--- config.mk ---
export PLATFORM = sky130hd
export DESIGN_NAME = seq_det_scheduler
export DESIGN_NICKNAME = d
export VERILOG_FILES = /design/src/rtl/seq_det_pkg.sv /design/src/rtl/seq_det_scheduler_rr_arbiter.sv /design/src/rtl/seq_det_scheduler.sv
export SDC_FILE = /design/constraint.sdc
export NUM_CORES = 1
export LEC_CHECK = 0
export ABC_AREA = 1
export BUFFER_PORTS_ARGS = -buffer_cell sky130_fd_sc_hd__buf_2
export CORE_UTILIZATION = 30
export CTS_BUF_LIST = sky130_fd_sc_hd__clkbuf_4
export DETAILED_ROUTE_END_ITERATION = 7
export GPL_TIMING_DRIVEN = 1
export PLACE_DENSITY = 0.5
export SLEW_MARGIN = 20
export SYNTH_ARGS = -nofsm -noshare
export SYNTH_HDL_FRONTEND = slang
export SYNTH_SLANG_ARGS = --single-unit
--- constraint.sdc ---
create_clock -name clk -period 5.3 [get_ports clk]
set_input_delay 0.265 -clock clk [delete_from_list [all_inputs] [get_ports clk]]
set_output_delay 0.265 -clock clk [all_outputs]
set_load 0.1 [all_outputs]
--- src/rtl/seq_det_pkg.sv ---
// Shared types and reset defaults for the multi-channel serial pattern detector.
//   NUM_CH_DEF / MAX_LEN_DEF : default channel count and maximum pattern length;
//                              the context record and channel index are sized from them
//   DEFAULT_*                : configuration loaded at reset
//   ch_idx_t                 : channel index
//   ch_ctx_t                 : per-channel context {bit history, fill count}
package seq_det_pkg;

  localparam int unsigned NUM_CH_DEF  = 4;
  localparam int unsigned MAX_LEN_DEF = 8;
  localparam int unsigned CH_W_DEF    = $clog2(NUM_CH_DEF);
  localparam int unsigned LEN_W_DEF   = $clog2(MAX_LEN_DEF + 1);

  localparam logic [MAX_LEN_DEF-1:0] DEFAULT_PATTERN = MAX_LEN_DEF'(5'b11011);
  localparam logic [LEN_W_DEF-1:0]   DEFAULT_LEN     = LEN_W_DEF'(5);
  localparam logic                   DEFAULT_OVERLAP = 1'b1;

  typedef logic [CH_W_DEF-1:0] ch_idx_t;

  typedef struct packed {
    logic [MAX_LEN_DEF-1:0] hist;
    logic [LEN_W_DEF-1:0]   fill;
  } ch_ctx_t;

endpackage

--- src/rtl/seq_det_scheduler_rr_arbiter.sv ---
// Round-robin arbiter holding the rotating priority pointer.
//   clk, rst : clock, synchronous active-high reset (pointer -> 0)
//   req_i    : per-channel request
//   adv_i    : a grant was consumed this cycle; move pointer past the winner
//   gnt_o    : one-hot grant, first requester at or after the pointer (wrapping)
//   idx_o    : index of the granted channel (0 when nothing is granted)
module rr_arbiter #(
  parameter int unsigned NUM_CH = 4,
  parameter int unsigned CH_W   = $clog2(NUM_CH)
) (
  input  logic              clk,
  input  logic              rst,
  input  logic [NUM_CH-1:0] req_i,
  input  logic              adv_i,
  output logic [NUM_CH-1:0] gnt_o,
  output logic [CH_W-1:0]   idx_o
);

  logic [CH_W-1:0] ptr_q, ptr_d;
  logic            found;
  int unsigned     cand;
  logic [CH_W-1:0] cand_idx;

  always_comb begin
    gnt_o    = '0;
    idx_o    = '0;
    found    = 1'b0;
    cand     = 0;
    cand_idx = '0;
    for (int unsigned k = 0; k < NUM_CH; k++) begin
      cand     = (32'(ptr_q) + k) % NUM_CH;
      cand_idx = CH_W'(cand);
      if (!found && req_i[cand_idx]) begin
        found           = 1'b1;
        gnt_o[cand_idx] = 1'b1;
        idx_o           = cand_idx;
      end
    end
  end

  always_comb begin
    ptr_d = ptr_q;
    if (adv_i) begin
      ptr_d = (idx_o == CH_W'(NUM_CH - 1)) ? '0 : idx_o + CH_W'(1);
    end
  end

  always_ff @(posedge clk) begin
    if (rst) begin
      ptr_q <= '0;
    end else begin
      ptr_q <= ptr_d;
    end
  end

endmodule

--- src/rtl/seq_det_scheduler.sv ---
// One programmable serial pattern matcher time-shared across NUM_CH bit-serial
// channels. A round-robin arbiter accepts one bit per cycle; each channel keeps
// its own history/fill context so interleaved streams match independently.
//   clk, rst            : clock, synchronous active-high reset
//   cfg_we              : load cfg_pattern/cfg_len/cfg_overlap, clear all fills
//   cfg_pattern         : pattern, first-received bit at [len-1], last at [0]
//   cfg_len             : pattern length (0 disables, >MAX_LEN clamps)
//   cfg_overlap         : 1 = overlapping matches, 0 = restart after a match
//   ch_valid, ch_bit    : per-channel serial bit and its valid
//   ch_ready            : one-hot grant (combinational)
//   match_valid/match_ch: registered match pulse and its channel tag
//   count_clr           : clear match counter (wins over increment)
//   match_count         : saturating match count
// The context record and channel index come from seq_det_pkg; NUM_CH/MAX_LEN
// overrides must stay consistent with the package constants.
module seq_det_scheduler
  import seq_det_pkg::*;
#(
  parameter int unsigned NUM_CH  = NUM_CH_DEF,
  parameter int unsigned MAX_LEN = MAX_LEN_DEF,
  parameter int unsigned CNT_W   = 16,
  parameter int unsigned CH_W    = $clog2(NUM_CH),
  parameter int unsigned LEN_W   = $clog2(MAX_LEN + 1)
) (
  input  logic               clk,
  input  logic               rst,
  input  logic               cfg_we,
  input  logic [MAX_LEN-1:0] cfg_pattern,
  input  logic [LEN_W-1:0]   cfg_len,
  input  logic               cfg_overlap,
  input  logic [NUM_CH-1:0]  ch_valid,
  input  logic [NUM_CH-1:0]  ch_bit,
  output logic [NUM_CH-1:0]  ch_ready,
  output logic               match_valid,
  output logic [CH_W-1:0]    match_ch,
  input  logic               count_clr,
  output logic [CNT_W-1:0]   match_count
);

  logic [MAX_LEN-1:0] pattern_q;
  logic [LEN_W-1:0]   len_q, len_d;
  logic               overlap_q;

  ch_ctx_t            ctx_q [NUM_CH];
  ch_ctx_t            ctx_d [NUM_CH];

  logic [NUM_CH-1:0]  req, gnt;
  ch_idx_t            gidx;
  logic               xfer;

  logic [MAX_LEN-1:0] new_hist;
  logic [MAX_LEN-1:0] len_mask;
  logic [LEN_W:0]     fill_inc;
  logic               hit;

  logic               match_valid_q;
  logic [CH_W-1:0]    match_ch_q;
  logic [CNT_W-1:0]   count_q;

  // A config write blocks all grants so no bit is matched against a half-loaded setup.
  assign req = cfg_we ? '0 : ch_valid;

  rr_arbiter #(
    .NUM_CH (NUM_CH),
    .CH_W   (CH_W)
  ) u_arb (
    .clk   (clk),
    .rst   (rst),
    .req_i (req),
    .adv_i (xfer),
    .gnt_o (gnt),
    .idx_o (gidx)
  );

  assign ch_ready = gnt;
  assign xfer     = |(gnt & ch_valid);

  assign len_d = (cfg_len > LEN_W'(MAX_LEN)) ? LEN_W'(MAX_LEN) : cfg_len;

  // Compare the granted channel's post-shift history against the low len bits.
  always_comb begin
    new_hist = {ctx_q[gidx].hist[MAX_LEN-2:0], ch_bit[gidx]};
    fill_inc = {1'b0, ctx_q[gidx].fill} + (LEN_W + 1)'(1);
    len_mask = ~({MAX_LEN{1'b1}} << len_q);
    hit      = xfer && (len_q != '0) && (fill_inc >= {1'b0, len_q})
               && (((new_hist ^ pattern_q) & len_mask) == '0);
  end

  always_comb begin
    for (int unsigned i = 0; i < NUM_CH; i++) begin
      ctx_d[i] = ctx_q[i];
    end
    if (cfg_we) begin
      for (int unsigned i = 0; i < NUM_CH; i++) begin
        ctx_d[i].fill = '0;
      end
    end else if (xfer) begin
      ctx_d[gidx].hist = new_hist;
      if (hit && !overlap_q) begin
        ctx_d[gidx].fill = '0;
      end else if (fill_inc >= {1'b0, len_q}) begin
        ctx_d[gidx].fill = len_q;
      end else begin
        ctx_d[gidx].fill = fill_inc[LEN_W-1:0];
      end
    end
  end

  always_ff @(posedge clk) begin
    if (rst) begin
      pattern_q <= MAX_LEN'(DEFAULT_PATTERN);
      len_q     <= LEN_W'(DEFAULT_LEN);
      overlap_q <= DEFAULT_OVERLAP;
    end else if (cfg_we) begin
      pattern_q <= cfg_pattern;
      len_q     <= len_d;
      overlap_q <= cfg_overlap;
    end
  end

  always_ff @(posedge clk) begin
    if (rst) begin
      for (int unsigned i = 0; i < NUM_CH; i++) begin
        ctx_q[i] <= '0;
      end
    end else begin
      ctx_q <= ctx_d;
    end
  end

  always_ff @(posedge clk) begin
    if (rst) begin
      match_valid_q <= 1'b0;
      match_ch_q    <= '0;
    end else begin
      match_valid_q <= hit;
      if (hit) begin
        match_ch_q <= gidx;
      end
    end
  end

  always_ff @(posedge clk) begin
    if (rst || count_clr) begin
      count_q <= '0;
    end else if (match_valid_q && (count_q != '1)) begin
      count_q <= count_q + CNT_W'(1);
    end
  end

  assign match_valid = match_valid_q;
  assign match_ch    = match_ch_q;
  assign match_count = count_q;

endmodule

== After elaboration in Yosys (flattened, before gate mapping) ==
Cells that the tools add are included.

* Register bits after elaboration: 82
* Input bits: 25
* Output and inout bits: 23
* Logic and storage cells: 114

* Add/sub/neg operators: 6
* $lt $le $gt $ge: 13
* Equal/unequal tests: 2
* Shift operators: 1
* Multiplexer cells: 45
* Bitwise operators: 9
* Reductions and logical operators: 23

{| class="wikitable"
|+ Operator list
! kind !! number
|-
| $bwmux 48 || 4
|-
| $mux 48 || 2
|-
| $demux 12 s2 || 2
|-
| $mux 4 || 7
|-
| $bmux 12 s2 || 1
|-
| $mux 11 || 2
|-
| $add 16x1->16 const B || 1
|-
| $ne 16x16->1 const B || 1
|-
| $lt 2x3->1 const B || 5
|-
| $logic_and 1x1->1 || 13
|-
| $mux 1 || 12
|-
| $mux 12 || 1
|-
| $or 4x4->4 || 3
|-
| $bmux 1 s2 || 5
|-
| $mux 2 || 5
|-
| $and 8x8->8 || 1
|-
| $demux 1 s2 || 4
|-
| $ge 2x1->1 const B || 4
|-
| $logic_not 8->1 || 1
|-
| $not 8->8 || 1
|-
| $shl 8x4->8 const A || 1
|-
| $xor 8x8->8 || 1
|-
| $add 4x1->5 const B || 1
|-
| $ge 5x4->1 || 1
|-
| other kinds (15) || 20
|}

== Depth between registers and ports, before layout ==
* Depth in word-level cells: 23
* Gate-level depth with buffers: 33
* Depth with buffers taken out: 32

== Hierarchy ==
Synthesis repeated with hierarchy kept, for this count alone.

* Cells, all modules: 659
* Area, all modules: 4,514.3 um2

{| class="wikitable"
|+ Modules (own cells, without submodules)
! module !! times used !! cells each !! area an instance (um2) !! sequential area each (um2)
|-
| seq_det_scheduler || 1 || 571 || 3,933.8 || 1,521.5
|-
| rr_arbiter || 1 || 88 || 580.6 || 40.0
|}

== Least setup slack after synthesis ==
Ideal clock, no wire load.

* Path kind: reg2reg
* Start: register u_arb.ptr_q[0]
* End: register ctx_q[13] (netlist name)
* Setup time: 129 ps
* Arrival: 3,818 ps
* Required time: 5,171 ps
* Slack: 1,354 ps
* Stages on the path, launching flop included: 29
* Path buffers: 1
* Period minus slack after synthesis: 3,946 ps
* Cells stage by stage: dfxtp_1 inv_2 ha_1 inv_1 nand3_1 nand2_1 nand2_2 nor2_4 inv_2 nand2_4 nand2_8 buf_6 o21ai_0 nand2_1 ha_1 ha_1 a21boi_0 o21ai_0 nand2_1 nand2_1 inv_1 nor2_1 inv_1 nor2_4 inv_1 o21ai_0 inv_1 nand2_4 a21oi_2

* Word-level cells in the longest chain between the ends: 22
* Elaborated cells on any way between the ends: 80
* Classes of those cells: add/sub: 4; order compare: 11; mux: 41; bitwise: 7; reduce/logical: 17

{| class="wikitable"
|+ RTL lines
! element !! line !! RTL
|-
| from (decl) || seq_det_scheduler_rr_arbiter.sv:19 || <nowiki>logic [CH_W-1:0] ptr_q, ptr_d;</nowiki>
|-
| from (signal assigned) || seq_det_scheduler_rr_arbiter.sv:52 || <nowiki>ptr_q <= ptr_d;</nowiki>
|-
| branches (longest 11 deep; another with $add 2x1->2) || -- ||
|-
| $mux 2 (*) || seq_det_scheduler_rr_arbiter.sv:33 || <nowiki>if (!found && req_i[cand_idx]) begin</nowiki>
|-
| net gidx[0] || seq_det_scheduler.sv:48 || <nowiki>ch_idx_t gidx;</nowiki>
|-
| $not 2->3 (not written as such) || -- ||
|-
| $bmux 12 s2 || seq_det_scheduler.sv:82, seq_det_scheduler.sv:83 ||
|-
| $mux 11 (not written as such) (2 in series) || seq_det_scheduler.sv:83 || <nowiki>fill_inc = {1'b0, ctx_q[gidx].fill} + (LEN_W + 1)'(1);</nowiki>
|-
| $add 4x1->5 or $xor 8x8->8 (tied branches) || seq_det_scheduler.sv:83, seq_det_scheduler.sv:86 ||
|-
| $ge 5x4->1 or $and 8x8->8 (tied branches) || seq_det_scheduler.sv:85, seq_det_scheduler.sv:101, seq_det_scheduler.sv:86 ||
|-
| $logic_and 1x1->1 or $logic_not 8->1 (tied branches) || seq_det_scheduler.sv:85, seq_det_scheduler.sv:86 ||
|-
| $logic_and 1x1->1 || seq_det_scheduler.sv:86 || <nowiki>&& (((new_hist ^ pattern_q) & len_mask) == '0);</nowiki>
|-
| $logic_and 1x1->1 || seq_det_scheduler.sv:99 || <nowiki>if (hit && !overlap_q) begin</nowiki>
|-
| $mux 48 (*) || seq_det_scheduler.sv:99 ||
|-
| to (signal assigned) || seq_det_scheduler.sv:127 || <nowiki>ctx_q <= ctx_d;</nowiki>
|-
| to (decl) || seq_det_scheduler.sv:44 || <nowiki>ch_ctx_t ctx_q [NUM_CH];</nowiki>
|}

Mark *: on every way through the listed nets, which the timed path passes. The select of a mux whose other input is x is not followed.
A chain may end at the register's enable or synchronous reset.

== Worst setup path after layout ==
* Start: register u_arb.ptr_q[0]
* End: register ctx_q[1] (netlist name)

* Word-level cells in the longest chain between the ends: 22
* Elaborated cells on any way between the ends: 80
* Classes of those cells: add/sub: 4; order compare: 11; mux: 41; bitwise: 7; reduce/logical: 17

{| class="wikitable"
|+ RTL lines
! element
|-
| branches (longest 22 deep; another with $add 2x1->2)
|}

Parallel ways; which one is timed is not known. The select of a mux whose other input is x is not followed.

==> flow_summary.toml <==
[run_status]
status = "finished, final reports clean"

[global_route]
antenna_found_initial = 0
grt_pass1_vias = 3969
grt_usage = 0.162
grt_max_degree = 34
grt_pass1_wl_um = 19100
grt-ovfl-total = 0

[clock_network]
cts_buffers = 9
clkLatencyLatePin_ns = 0.44
clkSlewWorstSetupHoldPaths_ns = 0.14
cts.path.max_buffers = 2
htreeDepth = 3
clock-sinks = 78
cts_root_buf = "clkbuf_4"
cts_tree = "done"
post_cts_buffers = 0

[sta]
maxClockFrequency_mhz = 211
setup_violations = 0
min_period_ns = 4.74
tightest_slew_ns = 0.933
drv_slew = 0
fin_setup_tns_ns = 0
rsz0062_at_grt = "false"
hold_viol = 0
holdWs_ns = 0.0575
slew_headroom = 0.377
setup_ws_ns = 0.560
timing.final.crit_share = 0.894
clock_skew_ns = 0.00778

[synthesis]
synthCells = 607
yosysWarnings = 0
synth-seq-cells = 78
synth_top_family_by_area = "simple AND/OR/NAND/NOR gates"
syn_area_sq_mm = 0.00440
syn-num-nets = 649
async_flop_share = 0
synth-compound-area-share = 0.190
seq_area_frac_synth = 0.355
synth-main-ff-cell = "dfxtp_1"
synth.distinct_cells = 39
syn_area_per_cell_sq_um = 7.25
synthSimpleGateAreaFrac = 0.321
synth_xor_area_frac = 0.00398
synth_adder_area_share = 0.0483
synthMuxAreaShare = 0
synth-edff-count = 0

[worst_setup_path]
critPathKind = "reg2reg"
endpoint_kind = "flip-flop"
cpMaxStageDelayCell = "dfxtp_1"
cp_common_cell = "inv_1"
required_ns = 5.62
cp-start-kind = "flip-flop"
slowest_delay_ns = 0.56
ff2ff_path_depth = 29
worst-endpoint-arrival_ns = 5.06
cp_max_fo = 28

[route]
ant_nets = 0
drt_wl_total_um = 11700
initialDrtViolationCount = 260
drtPass1Iterations = 5
via_count = 4078
viasPerCell = 4.88
detail_route.wl_per_cell_um = 14.0
drcViolationCount = 0

[pwr]
power_density_mw_per_mm2 = 595
power_mw = 2.95
p_leak_nw = 2.15
vdd_drop_max_mv = 0.228

[die]
die_y_um = 123
die_w_um = 123
coreArea_sq_mm = 0.0141
start_util = 0.312
io_pins = 48
die_area_sq_mm = 0.0152
rows = 43

[finish]
fin_nets = 692
final_cell_mix = "nand2_1, dfxtp_1, o21ai_0"
fin_area_sq_mm = 0.00496
multi_input_area_sq_mm = 0.00248
synthToLayoutAreaGrowth_pct = 12.7
antenna_cells = 0
drive_above_1_share = 0.205
nFillCells = 1517
mostFrequentLayoutCell = "nand2_1"
ff_latch_area_sq_mm = 0.00156

[hold_path]
hold_depth = 3
hold_path.class = "in2reg"

[placed_design]
port_buffers = 47
gp_congestion = 0.798
dpl.hpwl_um = 8480
preCtsSetupSlack_ns = 0.572
postPlaceCellArea_sq_mm = 0.00477

[job]
maxCapViolations = 0
## state kept, by name, summed over array words and instances, names as in the netlist
register	count
ctx_q	44
len_q	4
match_ch	2
match_count	16
match_valid	1
overlap_q	1
pattern_q	8
u_arb.ptr_q	2
## final cells by class
type,count,area share
Inverter,62,0.0474
Timing Repair Buffer,54,0.0595
Tap cell,180,0.0454
Sequential cell,78,0.315
Multi-Input combinational cell,445,0.500
Clock inverter,7,0.0194
Clock buffer,9,0.0136
## per-layer routing
metal,global-route usage,vias up,share of wire,wire (um)
met1,0.206,1885,0.48,5560
met2,0.275,75,0.47,5500
met5,0,-,0,0
met4,0.0452,0,0.0074,86
li1,-,2109,-,-
met3,0.0360,9,0.046,536
## stage by stage
step | util | instances
finish | 0.352 | 835
global route | 0.352 | 835
CTS | 0.352 | 835
detailed placement | 0.338 | 816
global placement | 0.338 | 816
floorplan | - | 607
## cell families after synthesis
logic type | after synthesis
adders and majority gates | 17
AOI/OAI and AO/OA | 150
and+or+nand+nor | 276
DFF | 78
xor gates and xnor gates | 2
buffers and inverters | 84
## cell usage after synthesis, types with 4 or more instances
master,count,share of area
nand2_1,109,0.093
dfxtp_1,78,0.35
o21ai_0,72,0.082
nand3_1,67,0.076
inv_1,56,0.048
a21oi_1,51,0.058
nor2_1,42,0.036
a21oi_2,17,0.034
ha_1,17,0.048
nand3_2,14,0.032
clkbuf_1,13,0.011
nand2_2,13,0.018
inv_2,5,0.0043
nand2_4,5,0.013
nor2_4,5,0.013
nor3_1,5,0.0057
buf_6,4,0.010
nand4_1,4,0.0057
## final timing paths
kind | start | end | slack (ns)
setup / recovery | u_arb.ptr_q[0]$_SDFFE_PP0P_ | ctx_q[1]$_SDFFE_PP0P_ | 0.56
hold / removal | cfg_pattern[4] | pattern_q[4]$_SDFFE_PP1P_ | 0.06
setup reg to reg | u_arb.ptr_q[0]$_SDFFE_PP0P_ | ctx_q[1]$_SDFFE_PP0P_ | 0.56
hold reg to reg | match_ch[0]$_SDFFE_PP0P_ | match_ch[0]$_SDFFE_PP0P_ | 0.48
## report_power, final
part	internal (mW)	switching [mW]	total, mW	leakage, nW
Sequential	0.686	0.0590	0.745	0.634
Combinational	0.511	1.27	1.78	1.44
Clock	0.193	0.231	0.424	0.0806
Total	1.39	1.56	2.95	2.15
## worst max-delay path: cells and delay by family (launching register included)
kind,cells,cell delay [ns]
buf+inv,7,0.69
fa+ha+maj,3,0.99
flops,1,0.56
simple gates,14,1.75
compound gates,5,0.56
## what timing repair did
action,in CTS,in global routing
endpoints found under the hold margin,3,0
gates resized for setup,0,0
hold buffers,3,0
Power figures use the tool's default switching activity.
